--- config.mk ---
export PLATFORM = sky130hd
export DESIGN_NAME = fetch_unit
export DESIGN_NICKNAME = d
export VERILOG_FILES = /design/src/rtl/fetch_unit.sv
export SDC_FILE = /design/constraint.sdc
export NUM_CORES = 1
export LEC_CHECK = 0
export ABC_AREA = 1
export ABC_CLOCK_PERIOD_IN_PS = 1600
export CORE_MARGIN = 1
export CORE_UTILIZATION = 53
export DETAILED_ROUTE_END_ITERATION = 12
export PLACE_DENSITY = 0.83
export SYNTH_ARGS = -nofsm -noshare
export SYNTH_HDL_FRONTEND = slang
export SYNTH_SLANG_ARGS = --single-unit
--- constraint.sdc ---
create_clock -name CLK -period 1.6 [get_ports CLK]
set_input_delay 0.32 -clock CLK [delete_from_list [all_inputs] [get_ports CLK]]
set_output_delay 0.32 -clock CLK [all_outputs]
set_load 0.02 [all_outputs]
--- src/rtl/fetch_unit.sv ---
// Program counter and instruction fetch stage: sequences a 9-bit instruction stream out of an
// async-read instruction memory, resolves branches through a 16-entry jump LUT, and stops on halt.
module fetch_unit #(
  parameter int unsigned     PC_W      = 10,
  parameter logic [PC_W-1:0] START_PC  = '0,
  parameter logic [8:0]      HALT_CODE = 9'h1FF,
  parameter logic [8:0]      NOP_CODE  = 9'h100
) (
  input  logic            CLK,
  input  logic            reset,
  input  logic            start,
  input  logic            stall,
  input  logic [8:0]      imem_data,
  output logic [PC_W-1:0] imem_addr,
  output logic [8:0]      instruction,
  output logic [PC_W-1:0] pc,
  input  logic            branch_cond,
  input  logic            branch_uncond,
  input  logic [3:0]      target_sel,
  input  logic            to_jump,
  input  logic            lut_we,
  input  logic [3:0]      lut_waddr,
  input  logic [PC_W-1:0] lut_wdata,
  output logic            running,
  output logic            done,
  output logic [15:0]     instr_count
);

  typedef enum logic [1:0] {IDLE, RUN, DONE} state_e;

  state_e          state_q, state_d;
  logic [PC_W-1:0] pc_q, pc_d;
  logic [15:0]     cnt_q, cnt_d;
  logic            stall_q;
  logic            cond_hold_q;
  logic [PC_W-1:0] lut_q [16];

  logic cond_eff;
  logic taken;
  logic is_halt;
  logic advance;

  // to_jump is only valid on the first cycle of a branch; across a stall we replay the held value.
  assign cond_eff = stall_q ? cond_hold_q : to_jump;
  assign taken    = branch_uncond | (branch_cond & cond_eff);
  assign is_halt  = (imem_data == HALT_CODE);
  assign advance  = (state_q == RUN) && !stall && !is_halt;

  // NOTE: sequential state always uses non-blocking assignments so every register samples
  // pre-edge values, independent of the order the always blocks are evaluated in.
  always_ff @(posedge CLK) begin
    if (reset) begin
      state_q <= IDLE;
    end else begin
      state_q <= state_d;
    end
  end

  // NOTE: every signal written in always_comb gets a default first, so no path can infer a latch.
  always_comb begin
    state_d = state_q;
    case (state_q)
      IDLE:    if (start) state_d = RUN;
      RUN:     if (!stall && is_halt) state_d = DONE;
      DONE:    if (start) state_d = RUN;
      default: state_d = IDLE;
    endcase
  end

  always_comb begin
    running     = (state_q == RUN);
    done        = (state_q == DONE);
    instruction = running ? imem_data : NOP_CODE;
  end

  always_comb begin
    pc_d  = pc_q;
    cnt_d = cnt_q;
    if ((state_q != RUN) && start) begin
      pc_d  = START_PC;
      cnt_d = '0;
    end else if (advance) begin
      pc_d  = taken ? lut_q[target_sel] : pc_q + PC_W'(1);
      cnt_d = (cnt_q == 16'hFFFF) ? cnt_q : cnt_q + 16'd1;
    end
  end

  always_ff @(posedge CLK) begin
    if (reset) begin
      pc_q        <= START_PC;
      cnt_q       <= '0;
      stall_q     <= 1'b0;
      cond_hold_q <= 1'b0;
    end else begin
      pc_q        <= pc_d;
      cnt_q       <= cnt_d;
      stall_q     <= stall;
      cond_hold_q <= cond_eff;
    end
  end

  // NOTE: the LUT is a flop array with reset, so a branch taken before any write lands on 0;
  // the combinational read sees the pre-edge entry, giving old-data on a same-cycle write.
  always_ff @(posedge CLK) begin
    if (reset) begin
      for (int i = 0; i < 16; i++) lut_q[i] <= '0;
    end else if (lut_we) begin
      lut_q[lut_waddr] <= lut_wdata;
    end
  end

  assign imem_addr   = pc_q;
  assign pc          = pc_q;
  assign instr_count = cnt_q;

endmodule

==> results of run 1 <==
## path summary, 6_finish.rpt
kind                                                start  cells past startpoint  slack, ns                        end
worst max-delay path              state_q[0]$_SDFFE_PP0P_                      5      -0.09             instruction[1]
worst min-delay path            imem_addr[1]$_SDFFE_PP0P_                      2       0.49  imem_addr[1]$_SDFFE_PP0P_
worst max register to register    state_q[0]$_SDFFE_PP0P_                     10      -0.01  imem_addr[2]$_SDFFE_PP0P_
worst min register to register  imem_addr[1]$_SDFFE_PP0P_                      2       0.49  imem_addr[1]$_SDFFE_PP0P_
## registers in the layout, summed over array words and instances, names as in the netlist
signal and count:
cond_hold_q 1, imem_addr 10, instr_count 16, lut_q 160, stall_q 1, state_q 2
## worst max-delay path, stage by stage (launching register included)
cell,delay (ns)
dfxtp_1,0.38
nand2_4,0.08
buf_6,0.14
buf_6,0.12
nor2_4,0.09
buf_6,0.12
## metal layers
metal  global-route usage (%)  up-vias  share of wire [%]  wire (um)
met3                     4.68      115                 10       2710
met5                        0        -                  0          0
met2                     49.9      561                 48      12600
li1                         -     3814                  -          -
met4                     13.4        0                5.0       1320
met1                     36.7     3844                 37       9630
## per-stage QoR
stage | hold slack (ns) | power (mW)
2_1_floorplan | 0.389 | 6.50
3_5_place_dp | 0.482 | 7.20
3_3_place_gp | 0.471 | 7.15
4_1_cts | 0.491 | 11.7
5_1_grt | 0.515 | 12.1
6_report | 0.493 | 11.8
## area by class of cell
cell class              instances  area (sq um)  area share (%)
inverters                      80           308            2.55
clock inverters                12           193            1.59
clock buffers                  20           437            3.61
well taps                     225           282            2.33
repair buffers                200          2100            17.4
flip-flops and latches        190          5410            44.8
multi-input cells             745          3350            27.7
## kinds of logic (layout without fill, tap and decap cells)
family | after synthesis | after routing | synth area share (%)
and+or+nand+nor | 682 | 682 | 30.4
DFF | 190 | 190 | 57.3
buffers and inverters | 156 | 312 | 7.79
AOI/OAI and AO/OA | 49 | 49 | 3.18
xor gates and xnor gates | 12 | 12 | 1.11
adders and majority gates | 2 | 2 | 0.265
## cells in the final DEF, fill, tap and decap left out, types with 9 or more instances in the layout
cell type / count
o21ai_0: 9
nor2_1: 193
dfxtp_1: 24
nand2_2: 11
nand3_1: 129
edfxtp_1: 160
clkbuf_16: 19
inv_1: 68
clkdlybuf4s50_1: 33
dlygate4sd2_1: 29
buf_4: 89
a21oi_2: 11
buf_12: 33
nand2_1: 316
a21oi_1: 23
## timing repair
item,CTS,global route
resized for setup,99,26
gates cloned,0,2
hold buffers,0,0
setup endpoints to repair,47,188
pin swaps,0,1
buffers inserted,1,1
## where the power goes
group          switching, mW  internal [mW]  total, mW
registers             0.0906           5.61       5.70
logic                  0.888          0.595       1.48
clock network           1.82           2.76       4.58
total                   2.79           8.97       11.8
==> metrics.txt, run 1 <==
outcome complete, but fails checks; violated checks setup timing; post-placement cell area between 10000 and 15000 sq um; number of global-route vias before repair about 7900; data required time of the worst path between 1 and 1.5 ns; Cell Rows 48; proportion of synthesized flip-flops having asynchronous set or reset 0%; non-filler cells, final 1472; endpoint type of the worst setup path output port; die area 18300 sq um; nature of the critical path startpoint register; clock period minus worst slack 1.69 ns; TritonCTS Sinks 190; number of vias in the routed layout about 8300; number of synthesized register bits between 150 and 200; root buffer selected by CTS clkbuf_16; ranking of synthesized cells by area edfxtp_1 51%, nand2_1 13%, nor2_1 7.8%; Slew Limit Fails 0; post-synthesis sequential area ratio between 50% and 60%; worst-case setup slack after placement -0.385 ns; share of layout cells above drive strength 1 around 18%; global placement routability congestion a little under 0.9; Avg Inst Size Synth slightly below 9 sq um; H-tree lvl count 4; Clk pin slew, worst setup/hold paths about 0.070 ns; top cell type by total area after synthesis edfxtp_1; Pwr per Cell Area 973 nW/um^2; count of boundary I/O pins 82; DP Wirelength approximately 17000 um; largest net degree at the start of global routing between 50 and 60; max-capacitance violation count 0; worst vdd rail ir drop a little over 0.0008 V; commonest cells in the synthesized netlist 321 x nand2_1, 195 x nor2_1, 160 x edfxtp_1, 129 x nand3_1, 72 x inv_1; wire length per cell after detailed routing about 18 um; Final Skew between 0.008 and 0.009 ns; post-synthesis instance area between 9000 and 10000 sq um; measured slew at the worst slew-check pin between 0.3 and 0.4 ns; cell with the most instances after synthesis nand2_1; nets in the synthesized netlist between 1000 and 1500; RSZ-0062 raised after global routing true; PnR worst setup slack -0.0880 ns; # setup viols final 5; Vert. Die Dim approximately 140 um; number of nets still failing antenna checks after routing 0; global-route congestion overflow total 0; Routed Wire Length approximately 26000 um; placed cell count 1436; Pre-Repair DR Iteration Count 7; clock latency on the worst-skew pair about 0.44 ns; final core utilization slightly below 70%; number of DRC markers in iteration 0 just over 1000; static leakage 5.19 nW; global-route wire length before repair approximately 40000 um; final setup TNS -0.260 ns; buffer depth of the longest clock path 2; share of the synthesized area in the top cell type 50.9%; core outline area between 15000 and 20000 sq um; post-route cell area around 12000 sq um; post-synthesis cell type count 35; warning count from the yosys run 0; initial antenna violation count 0; Post-synth top flop edfxtp_1; Hold WC Path Type reg2reg; Area growth syn-to-layout 28.0%; worst-path maximum fanout 8; number of diodes added for antenna fixing 0; CTS tree built; horizontal die dimension approximately 140 um; number of synthesized flops with an enable pin 160; initial core utilization between 50% and 60%; startpoint-to-endpoint class of the critical path reg2out; highest clock rate roughly 590 MHz; DRC errors left 0; # port buffers 81; routed vias/inst 5.66; Fillers 1189; Post-Synthesis Cells around 1100; CP arrival 1.37 ns; number of buffers added by the clock tree synthesis step 17; Max-Slew Margin vs Limit 77.3%; share of the clock period used by the worst path after layout 105%; overall track demand over capacity in global routing 29.3%; total number of nets in the final design around 1300; number of endpoints with negative hold slack in the final report 0
Note: power is estimated with default switching activity, not from simulation.
==> run 2: changes to the inputs <==
MAX_ROUTING_LAYER = met4   (was not set)
REMOVE_ABC_BUFFERS = 1   (was not set)
SLEW_MARGIN = 20   (was not set)
==> metrics.txt, run 2 (synthesis gave the netlist of run 1 again) <==
Max-Slew Margin vs Limit 76.4% (was 77.3%); R2R Path End instr_count[14]$_SDFFE_PP0P_ (was imem_addr[2]$_SDFFE_PP0P_); final setup TNS -0.0138 ns (was -0.260 ns); overall track demand over capacity in global routing 29.0% (was 29.3%); share of layout cells above drive strength 1 18.5% (was 17.7%); FF-to-FF path depth 10 (unchanged); combinational fraction of design power 13.2% (was 12.6%); PnR worst setup slack -0.0100 ns (was -0.0880 ns); H-tree lvl count 4 (unchanged); static leakage 5.12 nW (was 5.19 nW); Pre-Repair DR Iteration Count 5 (was 7); buffer depth of the longest clock path 2 (unchanged); number of global-route vias before repair 7650 (was 7880); number of DRC markers in iteration 0 741 (was 1024); cts hold-fix bufs 0 (unchanged); global-route congestion overflow total 0 (unchanged); max-capacitance violation count 0 (unchanged); Pwr per Cell Area 932 nW/um^2 (was 973 nW/um^2); Cell Rows 48 (unchanged); Flop pwr share 51.1% (was 48.5%); Sw Ratio 25.1% (was 23.8%); Worst Hold Endpoint instr_count[14]$_SDFFE_PP0P_ (was imem_addr[1]$_SDFFE_PP0P_); endpoint type of the worst setup path output port (unchanged); total number of nets in the final design 1266 (was 1271); startpoint-to-endpoint class of the critical path reg2out (unchanged); worst-case setup slack after placement -0.380 ns (was -0.385 ns); root buffer selected by CTS clkbuf_16 (unchanged); share of the clock period used by the worst path after layout 101% (was 105%); CP arrival 1.29 ns (was 1.37 ns); DRC errors left 0 (unchanged); wire length per cell after detailed routing 17.2 um (was 17.8 um); worst-path maximum fanout 8 (unchanged); DP Wirelength 16600 um (was 16800 um); Routed Wire Length 25200 um (was 26300 um); placed cell count 1431 (was 1436); core outline area 17400 sq um (unchanged); worst vdd rail ir drop 0.000817 V (was 0.000810 V); critical hold path startpoint instr_count[14]$_SDFFE_PP0P_ (was imem_addr[1]$_SDFFE_PP0P_); global-route wire length before repair 38600 um (was 40000 um); highest clock rate 621 MHz (was 592 MHz); Design Power 11.1 mW (was 11.8 mW); Slew Limit Fails 0 (unchanged); # port buffers 81 (unchanged); TritonCTS Sinks 190 (unchanged); measured slew at the worst slew-check pin 0.351 ns (was 0.339 ns); Area growth syn-to-layout 26.8% (was 28.0%); Clk network pwr share 35.7% (was 38.9%); setup slack, reg-to-reg 0.08 ns (was -0.01 ns); outcome complete, but fails checks (unchanged); number of nets still failing antenna checks after routing 0 (unchanged); initial core utilization 54.4% (unchanged); internal power consumption 8.34 mW (was 8.97 mW); leading cell types in the layout, fill and taps excluded 318 x nand2_1, 185 x nor2_1, 160 x edfxtp_1 (was 316 x nand2_1, 193 x nor2_1, 160 x edfxtp_1); non-filler cells, final 1466 (was 1472); register with the most flip-flops lut_q (unchanged); initial antenna violation count 0 (unchanged); count of boundary I/O pins 82 (unchanged); RSZ-0062 raised after global routing true (unchanged); data required time of the worst path 1.28 ns (about the same); Hold WC Path Type reg2reg (unchanged); r2r startpoint instr_count[1]$_SDFFE_PP0P_ (was state_q[0]$_SDFFE_PP0P_); number of vias in the routed layout 8135 (was 8334); most common cell after layout, fill and taps aside nand2_1 (unchanged); horizontal die dimension 135 um (unchanged); violated checks setup timing (unchanged); CTS tree built (unchanged); routed vias/inst 5.55 (was 5.66); # setup viols final 2 (was 5); clock latency on the worst-skew pair 0.43 ns (was 0.44 ns); flip-flop count of the largest register after layout 160 (unchanged); number of buffers added by the clock tree synthesis step 17 (unchanged); Net Sw Power 2.80 mW (was 2.79 mW); Final Skew 0.00600 ns (was 0.00896 ns); number of diodes added for antenna fixing 0 (unchanged); Vert. Die Dim 135 um (unchanged); nature of the critical path startpoint register (unchanged); largest net degree at the start of global routing 42 (was 56); number of endpoints with negative hold slack in the final report 0 (unchanged); Clk pin slew, worst setup/hold paths 0.07 ns (about the same); clock period minus worst slack 1.61 ns (was 1.69 ns); global placement routability congestion 0.903 (was 0.885); cell count of the worst hold path 2 (unchanged); die area 18300 sq um (unchanged)
[run 2: changes by cell type in the layout (fill, tap and decap cells not counted), sizes merged]
cell / before / now
clkdlybuf4s15: 8 / 3
buf: 128 / 125
inv: 79 / 82
clkbuf: 22 / 24
clkinvlp: 2 / 4
clkinv: 6 / 5
bufinv: 5 / 1
[run 2: layout make-up]
cell class | instances | area (sq um)
Clock inverter | 12 | 115
Tap cell | 225 | 282
Clock buffer | 19 | 433
Sequential cell | 190 | 5410
Timing Repair Buffer | 195 | 2040
Fill cell | 1225 | 5390
Inverter | 80 | 308
Multi-Input combinational cell | 745 | 3370
[run 2: what timing repair did]
action / 4_1_cts / 5_1_grt
buffers inserted: 0 / 2
gates cloned: 0 / 2
gates resized for setup: 89 / 53
pin swaps: 0 / 4
endpoints found under the setup margin: 47 / 158
[run 2: power by group through the flow]
| stage | Sequential, mW | Combinational (mW) | Clock (mW) |
|---|---|---|---|
| floorplan | 5.80 | 0.584 | 0 |
| global placement | 5.79 | 1.36 | 0 |
| detailed placement | 5.80 | 1.39 | 0 |
| CTS | 5.69 | 1.39 | 3.98 |
| global route | 5.72 | 1.57 | 4.19 |
| finish | 5.70 | 1.47 | 3.98 |
[run 2: critical path, stage by stage (launching register included)]
cell	delay (ns)
dfxtp_1	0.31
inv_2	0.08
nand2_4	0.07
buf_8	0.15
nor2_2	0.11
buf_6	0.13
[run 2: worst max-delay path by stage]
| stage | from | to |
|---|---|---|
| 2_1_floorplan | imem_addr[0]$_SDFFE_PP0P_ | imem_addr[8]$_SDFFE_PP0P_ |
| 3_3_place_gp | reset | lut_q[8][8]$_SDFFCE_PN0P_ |
| 3_5_place_dp | reset | lut_q[6][3]$_SDFFCE_PN0P_ |
| 4_1_cts | state_q[1]$_SDFFE_PP0P_ | instruction[7] |
| 5_1_grt | state_q[1]$_SDFFE_PP0P_ | instruction[0] |
| 6_report | state_q[1]$_SDFFE_PP0P_ | instruction[0] |
[run 2: stage by stage]
stage	instance area, sq um	util [%]	hold WS (ns)
floorplan	9010	-	0.389
global placement	11300	65.4	0.473
detailed placement	11300	65.4	0.479
CTS	11800	68.1	0.487
global route	12000	68.9	0.520
finish	12000	68.9	0.489
[run 2: metal layers]
layer / global-route usage (%) / vias to the layer above / part of all wire (%)
li1: - / 3801 / -
met1: 35.6 / 3800 / 37
met2: 45.9 / 458 / 50
met3: 5.61 / 76 / 9.6
met4: 14.4 / 0 / 3.4
met5: - / - / 0
==> run 3: changes to the inputs <==
ABC_AREA = not set   (was 1)
CAP_MARGIN = 15   (was not set)
CORE_UTILIZATION = 52   (was 53)
PLACE_DENSITY = 0.82   (was 0.83)
==> metrics.txt, run 3 <==
outcome complete, but fails checks (unchanged); violated checks setup timing (unchanged); Final Skew 0.00596 ns (was 0.00600 ns); number of nets still failing antenna checks after routing 0 (unchanged); total number of nets in the final design 895 (was 1266); busiest grt layer met2 (unchanged); Area growth syn-to-layout 31.2% (was 26.8%); ranking of synthesized cells by area edfxtp_1 52%, and2_1 12%, dfxtp_1 6.6% (was edfxtp_1 51%, nand2_1 13%, nor2_1 7.8%); routing usage on met2 48.9% (was 45.9%); Hold WC Path Type in2reg (was reg2reg); # port buffers 81 (unchanged); nature of the critical path startpoint register (unchanged); Slew Limit Fails 0 (unchanged); Clk pin slew, worst setup/hold paths 0.07 ns (about the same); placed cell count 1047 (was 1431); horizontal die dimension 135 um (about the same); number of global-route vias before repair 6543 (was 7650); global placement routability congestion 0.957 (was 0.903); TritonCTS Sinks 190 (unchanged); clock period minus worst slack 1.78 ns (was 1.61 ns); global-route wire length before repair 36600 um (was 38600 um); cell with the most instances after synthesis and2_1 (was nand2_1); highest clock rate 561 MHz (was 621 MHz); max-capacitance violation count 0 (unchanged); initial core utilization 53.1% (was 54.4%); worst vdd rail ir drop 0.000799 V (was 0.000817 V); post-synthesis cell type count 57 (was 35); Fillers 1112 (was 1225); buffer depth of the longest clock path 2 (unchanged); # setup viols final 32 (was 2); number of vias in the routed layout 6527 (was 8135); CP arrival 2.08 ns (was 1.29 ns); number of endpoints with negative hold slack in the final report 0 (unchanged); CTS tree built (unchanged); share of the synthesized area in the top cell type 52.5% (was 50.9%); startpoint-to-endpoint class of the critical path reg2reg (was reg2out); WHS 0.507 ns (was 0.489 ns); routed vias/inst 5.95 (was 5.55); cts hold-fix bufs 0 (unchanged); Post-synth top flop edfxtp_1 (unchanged); largest net degree at the start of global routing 18 (was 42); worst-path maximum fanout 1 (was 8); RSZ-0062 raised after global routing true (unchanged); non-filler cells, final 1097 (was 1466); final core utilization 69.7% (was 68.9%); Routed Wire Length 24600 um (was 25200 um); Vert. Die Dim 135 um (about the same); core outline area 17200 sq um (was 17400 sq um); Cell Rows 48 (unchanged); endpoint type of the worst setup path register (was output port); share of the clock period used by the worst path after layout 111% (was 101%); wire length per cell after detailed routing 22.5 um (was 17.2 um); top cell type by total area after synthesis edfxtp_1 (unchanged); GR Layer Usage met3 4.95% (was 5.61%); register with the most flip-flops lut_q (unchanged); Clk network pwr share 36.2% (was 35.7%); combinational fraction of design power 12.2% (was 13.2%); proportion of synthesized flip-flops having asynchronous set or reset 0% (unchanged); H-tree lvl count 4 (unchanged); initial antenna violation count 1 (was 0); die area 18100 sq um (was 18300 sq um); Pre-Repair DR Iteration Count 6 (was 5); Avg Inst Size Synth 13.3 sq um (was 8.65 sq um); number of DRC markers in iteration 0 599 (was 741); most common cell after layout, fill and taps aside and2_1 (was nand2_1); global-route congestion overflow total 0 (unchanged); post-synthesis sequential area ratio 59.1% (was 57.3%); root buffer selected by CTS clkbuf_16 (unchanged); number of synthesized flops with an enable pin 160 (unchanged); flip-flop count of the largest register after layout 160 (unchanged); PnR worst setup slack -0.182 ns (was -0.0100 ns); Max-Slew Margin vs Limit 64.1% (was 76.4%); number of synthesized register bits 190 (unchanged); post-synthesis instance area 9150 sq um (was 9440 sq um); data required time of the worst path 1.90 ns (was 1.28 ns); warning count from the yosys run 0 (unchanged); DRC errors left 0 (unchanged); count of boundary I/O pins 82 (unchanged); Flop pwr share 51.6% (was 51.1%); Pwr per Cell Area 920 nW/um^2 (was 932 nW/um^2); clock latency on the worst-skew pair 0.43 ns (about the same); Post-Synthesis Cells 688 (was 1091); number of buffers added by the clock tree synthesis step 17 (unchanged); internal power consumption 8.40 mW (was 8.34 mW); share of layout cells above drive strength 1 34.3% (was 18.5%); overall track demand over capacity in global routing 28.6% (was 29.0%); Sw Ratio 23.9% (was 25.1%); static leakage 4.65 nW (was 5.12 nW); Net Sw Power 2.64 mW (was 2.80 mW); leading cell types in the layout, fill and taps excluded 162 x and2_1, 160 x edfxtp_1, 103 x buf_4 (was 318 x nand2_1, 185 x nor2_1, 160 x edfxtp_1); met1 track demand over resource in global routing 34.2% (was 35.6%); commonest cells in the synthesized netlist 170 x and2_1, 160 x edfxtp_1, 33 x clkbuf_1, 30 x dfxtp_1, 29 x nor2_1 (was 321 x nand2_1, 195 x nor2_1, 160 x edfxtp_1, 129 x nand3_1, 72 x inv_1); measured slew at the worst slew-check pin 0.538 ns (was 0.351 ns); DP Wirelength 16200 um (was 16600 um)
run 3: layout make-up:
cell class | count | area (sq um) | share of cell area, %
Antenna cell | 1 | 2.50 | 0.0208
Inverter | 4 | 17.5 | 0.146
Clock buffer | 18 | 429 | 3.57
Timing Repair Buffer | 206 | 1890 | 15.7
Tap cell | 225 | 282 | 2.34
Sequential cell | 190 | 5410 | 45.1
Clock inverter | 14 | 120 | 1.00
Multi-Input combinational cell | 439 | 3850 | 32.1
run 3: kinds of logic (layout without fill, tap and decap cells):
| logic type | count (synthesis) | after routing | synth area share (%) |
|---|---|---|---|
| simple gates | 308 | 311 | 19.8 |
| flops | 190 | 190 | 59.1 |
| buf+inv | 62 | 242 | 3.61 |
| compound gates | 58 | 58 | 4.44 |
| mux | 56 | 56 | 11.7 |
| xor+xnor | 12 | 12 | 1.15 |
| fa+ha+maj | 2 | 2 | 0.273 |
| other cells | 0 | 1 | 0 |
run 3: layer usage:
| layer | share of wire [%] | vias to the layer above |
|---|---|---|
| met1 | 37 | 3236 |
| met2 | 52 | 366 |
| li1 | - | 2857 |
| met3 | 7.4 | 68 |
| met5 | 0 | - |
| met4 | 3.6 | 0 |
run 3: final timing paths:
path / cells after the start / slack (ns) / startpoint / to
worst min-delay path: 5 / 0.51 / imem_data[7] / state_q[0]$_SDFFE_PP0P_
worst min register to register: 2 / 0.54 / imem_addr[9]$_SDFFE_PP0P_ / imem_addr[9]$_SDFFE_PP0P_
worst max register to register: 4 / -0.18 / lut_q[11][3]$_SDFFCE_PN0P_ / imem_addr[3]$_SDFFE_PP0P_
worst max-delay path: 4 / -0.18 / lut_q[11][3]$_SDFFCE_PN0P_ / imem_addr[3]$_SDFFE_PP0P_
run 3: timing repair:
action | in CTS | in global routing
gates resized for setup | 162 | 107
pin swaps | 15 | 24
setup endpoints to repair | 296 | 238
gates cloned | 1 | 4
buffers inserted | 11 | 2
run 3: per-stage QoR:
stage          setup slack [ns]  cell area, sq um  total power [mW]  TNS [ns]
2_1_floorplan            -0.789              8840              6.24    -14.62
3_3_place_gp             -0.673             10800              6.86   -155.63
3_5_place_dp             -0.723             10800              6.92   -171.06
4_1_cts                  -0.164             11600              10.9     -1.44
5_1_grt                  -0.247             12000              11.3     -3.98
6_report                 -0.182             12000              11.0     -1.70
run 3: critical path, cell delays in order, from the launching register on:
cell and delay (ns):
edfxtp_1 0.39, mux4_2 0.53, mux4_2 0.51, nor3_2 0.14, a311oi_1 0.08
run 3: power by group through the flow:
stage / Combinational, mW / Clock (mW) / Sequential, mW
floorplan: 0.463 / 0 / 5.77
global placement: 1.09 / 0 / 5.78
detailed placement: 1.12 / 0 / 5.80
CTS: 1.22 / 4.02 / 5.69
global route: 1.41 / 4.21 / 5.71
finish: 1.35 / 4.00 / 5.70
